**config.mk**
```make
export PLATFORM = sky130hd
export DESIGN_NAME = modular_double_scaler
export DESIGN_NICKNAME = d
export VERILOG_FILES = /design/src/rtl/modular_double_scaler_pkg.sv /design/src/rtl/modular_double.sv /design/src/rtl/modular_double_scaler.sv
export SDC_FILE = /design/constraint.sdc
export NUM_CORES = 1
export LEC_CHECK = 0
export CORE_MARGIN = 2
export CORE_UTILIZATION = 46
export DETAILED_ROUTE_END_ITERATION = 10
export PLACE_DENSITY_LB_ADDON = 0.25
export SYNTH_ARGS = -nofsm -noshare
export SYNTH_HDL_FRONTEND = slang
export SYNTH_SLANG_ARGS = --single-unit
```
**constraint.sdc**
```tcl
create_clock -name clk -period 2 [get_ports clk]
set_clock_uncertainty 0.1 [all_clocks]
set_input_delay 0.4 -clock clk [delete_from_list [all_inputs] [get_ports clk]]
set_output_delay 0.4 -clock clk [all_outputs]
set_load 0.1 [all_outputs]
```
**src/rtl/modular_double_scaler_pkg.sv**
```systemverilog
// Shared Kyber constants and scaler FSM state encoding.
package modular_double_scaler_pkg;

    localparam int unsigned KYBER_Q            = 3329;
    localparam int unsigned KYBER_DATA_WIDTH   = 12;
    localparam int unsigned SCALER_SHIFT_WIDTH = 3;

    typedef enum logic [1:0] {
        StIdle = 2'd0,
        StRun  = 2'd1,
        StDone = 2'd2
    } scaler_state_t;

endpackage

```
**src/rtl/modular_double.sv**
```systemverilog
// Combinational modular doubling: o_y = (2 * i_a) mod Q, valid for i_a < Q.
module modular_double
    import modular_double_scaler_pkg::*;
#(
    parameter int unsigned DATA_WIDTH = KYBER_DATA_WIDTH,
    parameter int unsigned Q          = KYBER_Q
) (
    input  logic [DATA_WIDTH-1:0] i_a,
    output logic [DATA_WIDTH-1:0] o_y
);

    localparam logic [DATA_WIDTH:0] LP_Q_EXT = (DATA_WIDTH + 1)'(Q);

    logic [DATA_WIDTH:0] w_twice;
    logic [DATA_WIDTH:0] w_reduced;

    // One extra bit holds 2a < 2Q; a single conditional subtract lands in [0, Q).
    always_comb begin
        w_twice   = {i_a, 1'b0};
        w_reduced = (w_twice >= LP_Q_EXT) ? (w_twice - LP_Q_EXT) : w_twice;
        o_y       = DATA_WIDTH'(w_reduced);
    end

endmodule

```
**src/rtl/modular_double_scaler.sv**
```systemverilog
// Streaming scaler: out_data = (in_data * 2^in_shift) mod Q, one doubling per clock.
module modular_double_scaler
    import modular_double_scaler_pkg::*;
#(
    parameter int unsigned DATA_WIDTH  = KYBER_DATA_WIDTH,
    parameter int unsigned Q           = KYBER_Q,
    parameter int unsigned SHIFT_WIDTH = SCALER_SHIFT_WIDTH
) (
    input  logic                   clk,
    input  logic                   rst,
    input  logic                   in_valid,
    output logic                   in_ready,
    input  logic [DATA_WIDTH-1:0]  in_data,
    input  logic [SHIFT_WIDTH-1:0] in_shift,
    output logic                   out_valid,
    input  logic                   out_ready,
    output logic [DATA_WIDTH-1:0]  out_data,
    output logic                   busy
);

    localparam logic [DATA_WIDTH-1:0]  LP_Q   = DATA_WIDTH'(Q);
    localparam logic [SHIFT_WIDTH-1:0] LP_ONE = SHIFT_WIDTH'(1);

    scaler_state_t          r_state;
    scaler_state_t          w_state_d;
    logic [DATA_WIDTH-1:0]  r_acc;
    logic [DATA_WIDTH-1:0]  w_acc_d;
    logic [SHIFT_WIDTH-1:0] r_cnt;
    logic [SHIFT_WIDTH-1:0] w_cnt_d;
    logic [DATA_WIDTH-1:0]  w_acc_dbl;
    logic [DATA_WIDTH-1:0]  w_in_red;

    // Input is below 2Q, so one subtract gives the canonical residue.
    assign w_in_red = (in_data >= LP_Q) ? (in_data - LP_Q) : in_data;

    modular_double #(
        .DATA_WIDTH (DATA_WIDTH),
        .Q          (Q)
    ) u_dbl (
        .i_a (r_acc),
        .o_y (w_acc_dbl)
    );

    // State, accumulator and remaining-doubling counter; reset wins over everything.
    always_ff @(posedge clk) begin
        if (rst) begin
            r_state <= StIdle;
            r_acc   <= '0;
            r_cnt   <= '0;
        end else begin
            r_state <= w_state_d;
            r_acc   <= w_acc_d;
            r_cnt   <= w_cnt_d;
        end
    end

    // Next-state logic: accept in IDLE, double in RUN, hold result in DONE.
    always_comb begin
        w_state_d = r_state;
        w_acc_d   = r_acc;
        w_cnt_d   = r_cnt;
        case (r_state)
            StIdle: begin
                if (in_valid) begin
                    w_acc_d   = w_in_red;
                    w_cnt_d   = in_shift;
                    w_state_d = (in_shift == '0) ? StDone : StRun;
                end
            end
            StRun: begin
                w_acc_d = w_acc_dbl;
                w_cnt_d = r_cnt - LP_ONE;
                if (r_cnt == LP_ONE) begin
                    w_state_d = StDone;
                end
            end
            StDone: begin
                if (out_ready) begin
                    w_state_d = StIdle;
                end
            end
            default: begin
                w_state_d = StIdle;
            end
        endcase
    end

    assign in_ready  = (r_state == StIdle);
    assign out_valid = (r_state == StDone);
    assign busy      = (r_state != StIdle);
    // acc is untouched outside RUN/accept, so the last result persists after handshake.
    assign out_data  = r_acc;

endmodule

```
Word level (Yosys, flattened, before mapping)
Cells that the tools add are included.
- input port bits: 19
- bits in registers: 17
- output and inout port bits: 15
- word-level logic and storage cells: 31
- add/sub/neg operators: 3
- eq/ne operators: 6
- multiplexer cells: 11
- reduce and logical (&&, ||, !) cells: 6
- magnitude comparators: 2
- operators by type and width (operator ; number):
    2-to-1 mux 12 bit ; 3
    case mux 12 bit (2 select lines) ; 1
    subtractor 12 bit, second input constant ; 2
    greater-or-equal comparator 13 x 12 -> 1 bit, second input constant ; 1
    greater-or-equal comparator 12 bit, second input constant ; 1
    2-to-1 mux 2 bit ; 4
    case mux 2 bit (3 select lines) ; 1
    case mux 3 bit (2 select lines) ; 1
    != test 2 bit, second input constant ; 2
    nonzero test 2 bit ; 2
    == test 3 x 1 -> 1 bit, second input constant ; 1
    zero test 3 bit ; 1
    2-to-1 mux 3 bit ; 1
    AND reduction 3 bit ; 1
    subtractor 3 x 1 -> 3 bit, second input constant ; 1
    == test 2 x 1 -> 1 bit, second input constant ; 1
    == test 2 bit, second input constant ; 1
    zero test 2 bit ; 1
    != test 2 x 1 -> 1 bit, second input constant ; 1
    AND reduction 2 bit ; 1

Depth between registers and ports, before layout
Gate-level depths: netlist (run 1).
- depth after elaboration: 4
- mapped depth: 8
- mapped depth without buffers: 8

Hierarchy
From an unflattened synthesis (run 1), not the netlist that was laid out.
- cells, all modules: 202
- area total of the unflattened synthesis: 1555.2 sq um
- modules (own cells, without submodules) (module ; cells each ; area each (sq um) ; sequential area each (sq um) ; times used):
    modular_double_scaler ; 151 ; 1178.6 ; 340.3 ; 1
    modular_double ; 51 ; 376.6 ; 0.0 ; 1

Worst setup path before layout (run 1)
Ideal clock, no wire load.
- path type: register to register
- start point: register r_acc[1] (netlist: out_data[1])
- end point: register r_acc[4] (netlist: out_data[4])
- setup slack: -830 ps
- clock period less this slack: 2830 ps
- setup time: 103 ps
- required time: 1797 ps
- arrival: 2626 ps
- path buffers: 0
- cell stages (with the launch flop): 9
- path through: dfxtp_1 -> inv_1 -> ha_1 -> nor3b_2 -> a211oi_4 -> nor2_4 -> nor4_4 -> xnor2_1 -> a2111oi_2
- cells in the longest elaborated chain, start to end: 3
- elaborated cells between the ends (all ways): 4
- classes of those cells: add/sub (1); order compare (1); mux (2)
- ends and longest elaborated chain (element ; RTL line ; RTL):
    start, declared ; modular_double_scaler.sv:26 ; logic [DATA_WIDTH-1:0] r_acc;
    start signal, assigned ; modular_double_scaler.sv:52 ; r_acc <= w_acc_d;
    subtractor 12 bit / greater-or-equal comparator 13 x 12 -> 1 bit (equally long branches) ; modular_double.sv:20 ; w_reduced = (w_twice >= LP_Q_EXT) ? (w_twice - LP_Q_EXT) : w_twice;
    2-to-1 mux 12 bit (*) ; modular_double.sv:20 ;
    case mux 12 bit (2 select lines) (*) ; modular_double_scaler.sv:62 ; case (r_state)
Every way passes the cells marked *; elsewhere a longest branch is shown, timed or not.
A chain may end at the register's enable or synchronous reset.

Final worst setup path (run 1)
- start point: register r_acc[1] (netlist: out_data[1])
- end point: register r_acc[10] (netlist: out_data[10])
Same word-level chain as after synthesis.

==> metrics.cfg, run 1 <==
[drt]
drtIter0Drc = 109
drt_wl_total_um = 5393
remaining_drc_errors = 0
avgRoutedWirePerCell_um = 17.23
drtAntennaViolNets = 0
dr.pass1.iters = 4
vias = 1843
avgViaCountPerCell = 5.888

[timing]
worst_slack_ns = 0.000008660
setup_viol = 0
worst-slew-pin-transition_ns = 0.3803
rsz0062_at_grt = yes
relSlewSlack = 0.7453
max_freq_mhz = 500.0
fin_setup_tns_ns = 0
drv_slew = 0
period_share = 1.000
holdWs_ns = 0.4202
period_minus_slack_ns = 2.000
hold_violations = 0

[clock_network]
cts_tree = yes
clock-sinks = 17
insertion_delay_ns = 0.30
htreeDepth = 1
hold_buffers = 0
cts-root-buf = clkbuf_4
cts.clk_slew.worst_paths_ns = 0.11
cts.path.max_buffers = 2
numCtsBuffers = 3

[grt]
grt_max_degree = 19
antenna_found_initial = 0
grt_pass1_vias = 1756
gr-usage-all-layers = 0.2870
grt_pass1_wl_um = 7997
grt_overflow_total = 0

[placed_design]
hpwlAfterDp_um = 3863
globalplace.congestion = 0.8238
dp.cells = 301
placed_cell_area_mm2 = 0.002364
io_buffers = 33
pre_cts_slack_ns = -0.6261

[synth]
synth-edff-count = 0
synth_top_area_frac = 0.2246
synthArstFlopShare = 0
syn_area_mm2 = 0.001515
ys.flop_type = dfxtp_1
ys_seq_elements = 17
yosysTopAreaCell = dfxtp_1
yosysSeqAreaShare = 0.2246
synth_cell_type_count = 52
syn_inst = 194
synth.avg_cell_area_um2 = 7.810
synth_nets = 218
ys_warn_count = 0
ys_top_cells_by_area = dfxtp_1 22%, nor2_1 6.2%, xnor2_1 4.6%

[worst_setup_path]
start_kind = flip-flop
critPathArrivalTime_ns = 2.14
cp_num_buf_inv = 1
crit_path_end_kind = flip-flop
path_delay_family = simple AND/OR/NAND/NOR gates
path_class = reg -> reg
cpPeakStageDelay_ns = 0.55
crit_path_max_fanout = 3
crit_path_top_delay_cell = or4_4
path_cells = buf_4 -> or4_4 -> o41ai_4 -> a2bb2oi_2 -> xor2_1 -> nand2_1 -> a21oi_1
required_ns = 2.14

[cells_and_area]
finalNonFillerCells = 313
stdcell_area_mm2 = 0.002609
final_layout_size_suffix_gt1_frac = 0.4572
area_growth_pct = 72.17
antennaDiodeCount = 0
nNetsFinal = 294

[floorplanning]
dieArea_mm2 = 0.003769
die_h_um = 61.39
top_level_ports = 34
fp.dieW_um = 61.39
start_util = 0.4883
num_rows = 20
coreArea_mm2 = 0.003103

[min_path]
hold_class = reg -> reg

[power]
p_leak_nw = 1.013
vdd_ir_drop_max_mv = 0.6221
p_per_area_mw_per_mm2 = 705.8

[run_status]
status = finished clean

[job]
drv_cap = 0

==> report_power, final <==
part	switching [mW]	internal, mW
logic	0.662	0.483
clock network	0.122	0.0778
registers	0.102	0.394
total	0.886	0.955
==> layout by cell type (no fill, tap or decap), drive strengths merged, types with 4 or more instances in the layout <==
| cell type | n |
|---|---|
| nand2b | 4 |
| o21ai | 12 |
| inv | 7 |
| ha | 5 |
| xnor2 | 8 |
| nor3 | 4 |
| a211oi | 7 |
| clkdlybuf4s50 | 9 |
| nor2 | 27 |
| dlygate4sd2 | 4 |
| dfxtp | 17 |
| nand2 | 14 |
| a31oi | 5 |
| a2111oi | 5 |
| nor4 | 7 |
| clkbuf | 5 |
| buf | 63 |
| a21oi | 14 |
==> cells in the mapped netlist, types with 2 or more instances <==
master and number:
mux2_2 2, o21ai_1 2, or4_1 2, o22ai_1 2, nor3_1 4, a211oi_1 6, nand3b_1 3, inv_1 8
a2111oi_2 2, o211ai_1 3, nor3b_2 3, dfxtp_1 17, mux2i_1 2, o221ai_1 2, nand3_1 2, nand2_1 14
xnor2_1 8, a21oi_1 13, nor4_4 3, o41ai_1 2, o21ai_0 10, nor2_1 25, clkbuf_1 7, or2_2 2
ha_1 5, a31oi_1 5, a2111oi_0 3, nor2b_1 3, nor4_1 4, nand2b_1 4, o21bai_1 3, a21boi_0 2
xor2_1 2
==> repair_timing <==
| item | 4_1_cts | 5_1_grt |
|---|---|---|
| setup buffers | 2 | 6 |
| gates resized for setup | 28 | 25 |
| pin swaps | 13 | 16 |
| endpoints found under the setup margin | 11 | 10 |
==> logic make-up after synthesis <==
family	after synthesis	share of synthesized area
adders and majority gates	5	0.04129
buffers and inverters	17	0.04376
DFF	17	0.2246
xor gates and xnor gates	10	0.05781
muxes	4	0.02808
and+or+nand+nor	77	0.3064
AOI/OAI and AO/OA	64	0.2981
==> layout make-up <==
class / instances / area (um^2)
clock buffer: 4 / 26.28
inverter: 8 / 38.79
multi-input combinational: 160 / 1289
sequential: 17 / 366.6
timing repair buffer: 80 / 833.3
fill: 204 / 494.2
tap: 44 / 55.05
==> tightest hold or removal path, delay by kind of cell, from the launching register on <==
kind | cells | cell delay [ns]
AO/OA/AOI/OAI | 1 | 0.07
buffers and inverters | 1 | 0.09
flip-flops | 1 | 0.31
==> routing by layer <==
| layer | global-route usage | part of all wire | vias up |
|---|---|---|---|
| li1 | - | - | 875 |
| met1 | 0.3457 | 0.40 | 887 |
| met2 | 0.5046 | 0.53 | 69 |
| met3 | 0.03571 | 0.050 | 12 |
| met4 | 0.1368 | 0.019 | 0 |
| met5 | 0 | 0 | - |
==> registers in the layout (all words and copies together), names as in the netlist <==
register and cells:
out_data 12, r_state 2, r_cnt 3
==> metrics by stage <==
step                utilization  total power, mW
floorplan                     -            1.112
finish                   0.8407            1.841
global route             0.8407            1.925
detailed placement       0.7617            1.532
global placement         0.7617            1.505
CTS                      0.8012            1.759
==> path summary, 6_finish.rpt <==
kind	startpoint	end	slack [ns]	depth (start not counted)
setup reg to reg	out_data[1]	out_data[10]	0.000009	7
setup / recovery	out_data[1]	out_data[10]	0.000009	7
hold reg to reg	r_cnt[1]	r_cnt[1]	0.42	2
hold / removal	r_cnt[1]	r_cnt[1]	0.42	2
No activity file was read; power rests on OpenSTA's default activity.
==> run 2, diff against run 1 <==
--- a/config.mk
+++ b/config.mk
@@ -5,8 +5,10 @@
 export SDC_FILE = /design/constraint.sdc
 export NUM_CORES = 1
 export LEC_CHECK = 0
+export CELL_PAD_IN_SITES_DETAIL_PLACEMENT = 1
+export CELL_PAD_IN_SITES_GLOBAL_PLACEMENT = 2
 export CORE_MARGIN = 2
-export CORE_UTILIZATION = 46
+export CORE_UTILIZATION = 26
 export DETAILED_ROUTE_END_ITERATION = 10
 export PLACE_DENSITY_LB_ADDON = 0.25
 export SYNTH_ARGS = -nofsm -noshare
==> constraint.sdc (replaced) <==
create_clock -name clk -period 1.8 [get_ports clk]
set_clock_uncertainty 0.1 [all_clocks]
set_input_delay 0.36 -clock clk [delete_from_list [all_inputs] [get_ports clk]]
set_output_delay 0.36 -clock clk [all_outputs]
set_load 0.005 [all_outputs]
==> run 2 against run 1 <==
  * The run now ends with setup timing left
  * Clock power rose by 52%
  * Sequential share of layout area shrank 0.30 points
  * Critical path type unchanged
  * Routed wire length is 5.1% higher
  * Via count is 2.7% lower
  * Utilization down 37 points
  * Count of clock-buffer cells in the layout unchanged
  * Critical endpoint is now out_data[4]
  * Largest power group unchanged
==> metrics.cfg, run 2 (same netlist as run 1, synthesis figures left out) <==
[timing]
fin_setup_tns_ns = -1.131
period_minus_slack_ns = 1.967
worst_slack_ns = -0.1671
period_share = 1.093
setup_viol = 11
drv_slew = 0
relSlewSlack = 0.6446
rsz0062_at_grt = yes
worst-slew-pin-transition_ns = 0.5306
hold_violations = 0
max_freq_mhz = 508.4

[drt]
drtIter0Drc = 101
dr.pass1.iters = 6
drtAntennaViolNets = 0
avgRoutedWirePerCell_um = 15.96
vias = 1794
avgViaCountPerCell = 5.054
drt_wl_total_um = 5667
remaining_drc_errors = 0

[floorplanning]
top_level_ports = 34
fp.dieW_um = 80.34
start_util = 0.2718
num_rows = 27
die_h_um = 80.34
dieArea_mm2 = 0.006455
coreArea_mm2 = 0.005574

[grt]
gr-usage-all-layers = 0.1815
grt_pass1_wl_um = 9163
grt_max_degree = 19
antenna_found_initial = 0
grt_pass1_vias = 1789
grt_overflow_total = 0

[placed_design]
io_buffers = 33
placed_cell_area_mm2 = 0.002302
hpwlAfterDp_um = 4225
pre_cts_slack_ns = -0.7345
globalplace.congestion = 0.8596

[min_path]
hold_class = reg -> reg

[clock_network]
insertion_delay_ns = 0.26
cts.clk_slew.worst_paths_ns = 0.07
htreeDepth = 1
clock-sinks = 17
cts_tree = yes
cts-root-buf = clkbuf_8
cts.path.max_buffers = 2
hold_buffers = 0
numCtsBuffers = 3

[worst_setup_path]
required_ns = 1.86
critPathArrivalTime_ns = 2.03
crit_path_max_fanout = 6
start_kind = flip-flop
crit_path_end_kind = flip-flop
crit_path_top_delay_cell = dfxtp_4
path_class = reg -> reg
cpPeakStageDelay_ns = 0.37
path_cells = inv_4 -> ha_4 -> nor3b_4 -> a211oi_4 -> nor2_4 -> nor4_4 -> xnor2_2 -> a2111oi_2

[power]
p_per_area_mw_per_mm2 = 675.6
switching_share = 0.3766
clockPowerShare = 0.171
vdd_ir_drop_max_mv = 0.4451
p_leak_nw = 1.014
pwr-share-seq = 0.279
intPower_mw = 1.107
combPwrFrac = 0.550
power_switching_mw = 0.6688

[run_status]
status = finished, violations left
violations = setup timing

[cells_and_area]
fillers = 684
final_common_cell = buf_4
largest_reg_flops = 12
final_core_util = 0.4716
nNetsFinal = 308
final_layout_size_suffix_gt1_frac = 0.4276
antennaDiodeCount = 0
stdcell_area_mm2 = 0.002629
mostFrequentLayoutCells = 56 x buf_4, 23 x nor2_1, 18 x clkdlybuf4s50_1
area_growth_pct = 73.49

[job]
drv_cap = 0

## run 2: what timing repair did
action	in CTS	in global routing
resized for setup	64	17
endpoints found under the setup margin	19	17
cloned	0	0
pin swaps	21	13
buffers inserted	10	4
## run 2: final timing paths
| kind | startpoint | to | slack, ns | depth (start not counted) |
|---|---|---|---|---|
| max | out_data[1] | out_data[4] | -0.17 | 8 |
| min | r_cnt[1] | r_cnt[1] | 0.42 | 2 |
| max reg2reg | out_data[1] | out_data[4] | -0.17 | 8 |
| min reg2reg | r_cnt[1] | r_cnt[1] | 0.42 | 2 |
## run 2: layout make-up
type                            count  area (um^2)  area share
Clock buffer                        4        45.04     0.01713
Inverter                            8        35.03     0.01333
Timing Repair Buffer               94        792.0      0.3013
Sequential cell                    17        361.6      0.1376
Tap cell                           72        90.09     0.03427
Multi-Input combinational cell    160         1305      0.4964
## run 2: critical path: cells and delay by family, from the launching register on
| kind | cells | cell delay [ns] |
|---|---|---|
| XOR/XNOR | 1 | 0.11 |
| flip-flops | 1 | 0.37 |
| AO/OA/AOI/OAI | 2 | 0.64 |
| adder cells (fa/ha/maj) | 1 | 0.14 |
| AND/OR/NAND/NOR | 3 | 0.47 |
| buffers and inverters | 1 | 0.04 |
## run 2: per-stage QoR
step | total power [mW] | instances | hold slack [ns]
final | 1.776 | 355 | 0.4225
after global routing | 1.897 | 355 | 0.4752
after CTS | 1.719 | 351 | 0.4209
after detailed placement | 1.321 | 337 | 0.4041
after global placement | 1.311 | 337 | 0.3984
after floorplan | 0.9008 | 194 | 0.3694
## run 2: routing by layer
layer	up-vias	track usage	wire length [um]
li1	898	-	-
met1	866	0.2493	2818
met2	26	0.3000	2656
met3	4	0.02697	124
met4	0	0.03729	67
met5	-	0	0
## run 2: power groups by stage
stage	combinational, mW	sequential, mW	clock (mW)
final	0.977	0.495	0.304
after global routing	1.07	0.502	0.329
after CTS	0.912	0.492	0.315
after detailed placement	0.826	0.494	0
after global placement	0.816	0.495	0
after floorplan	0.394	0.507	0
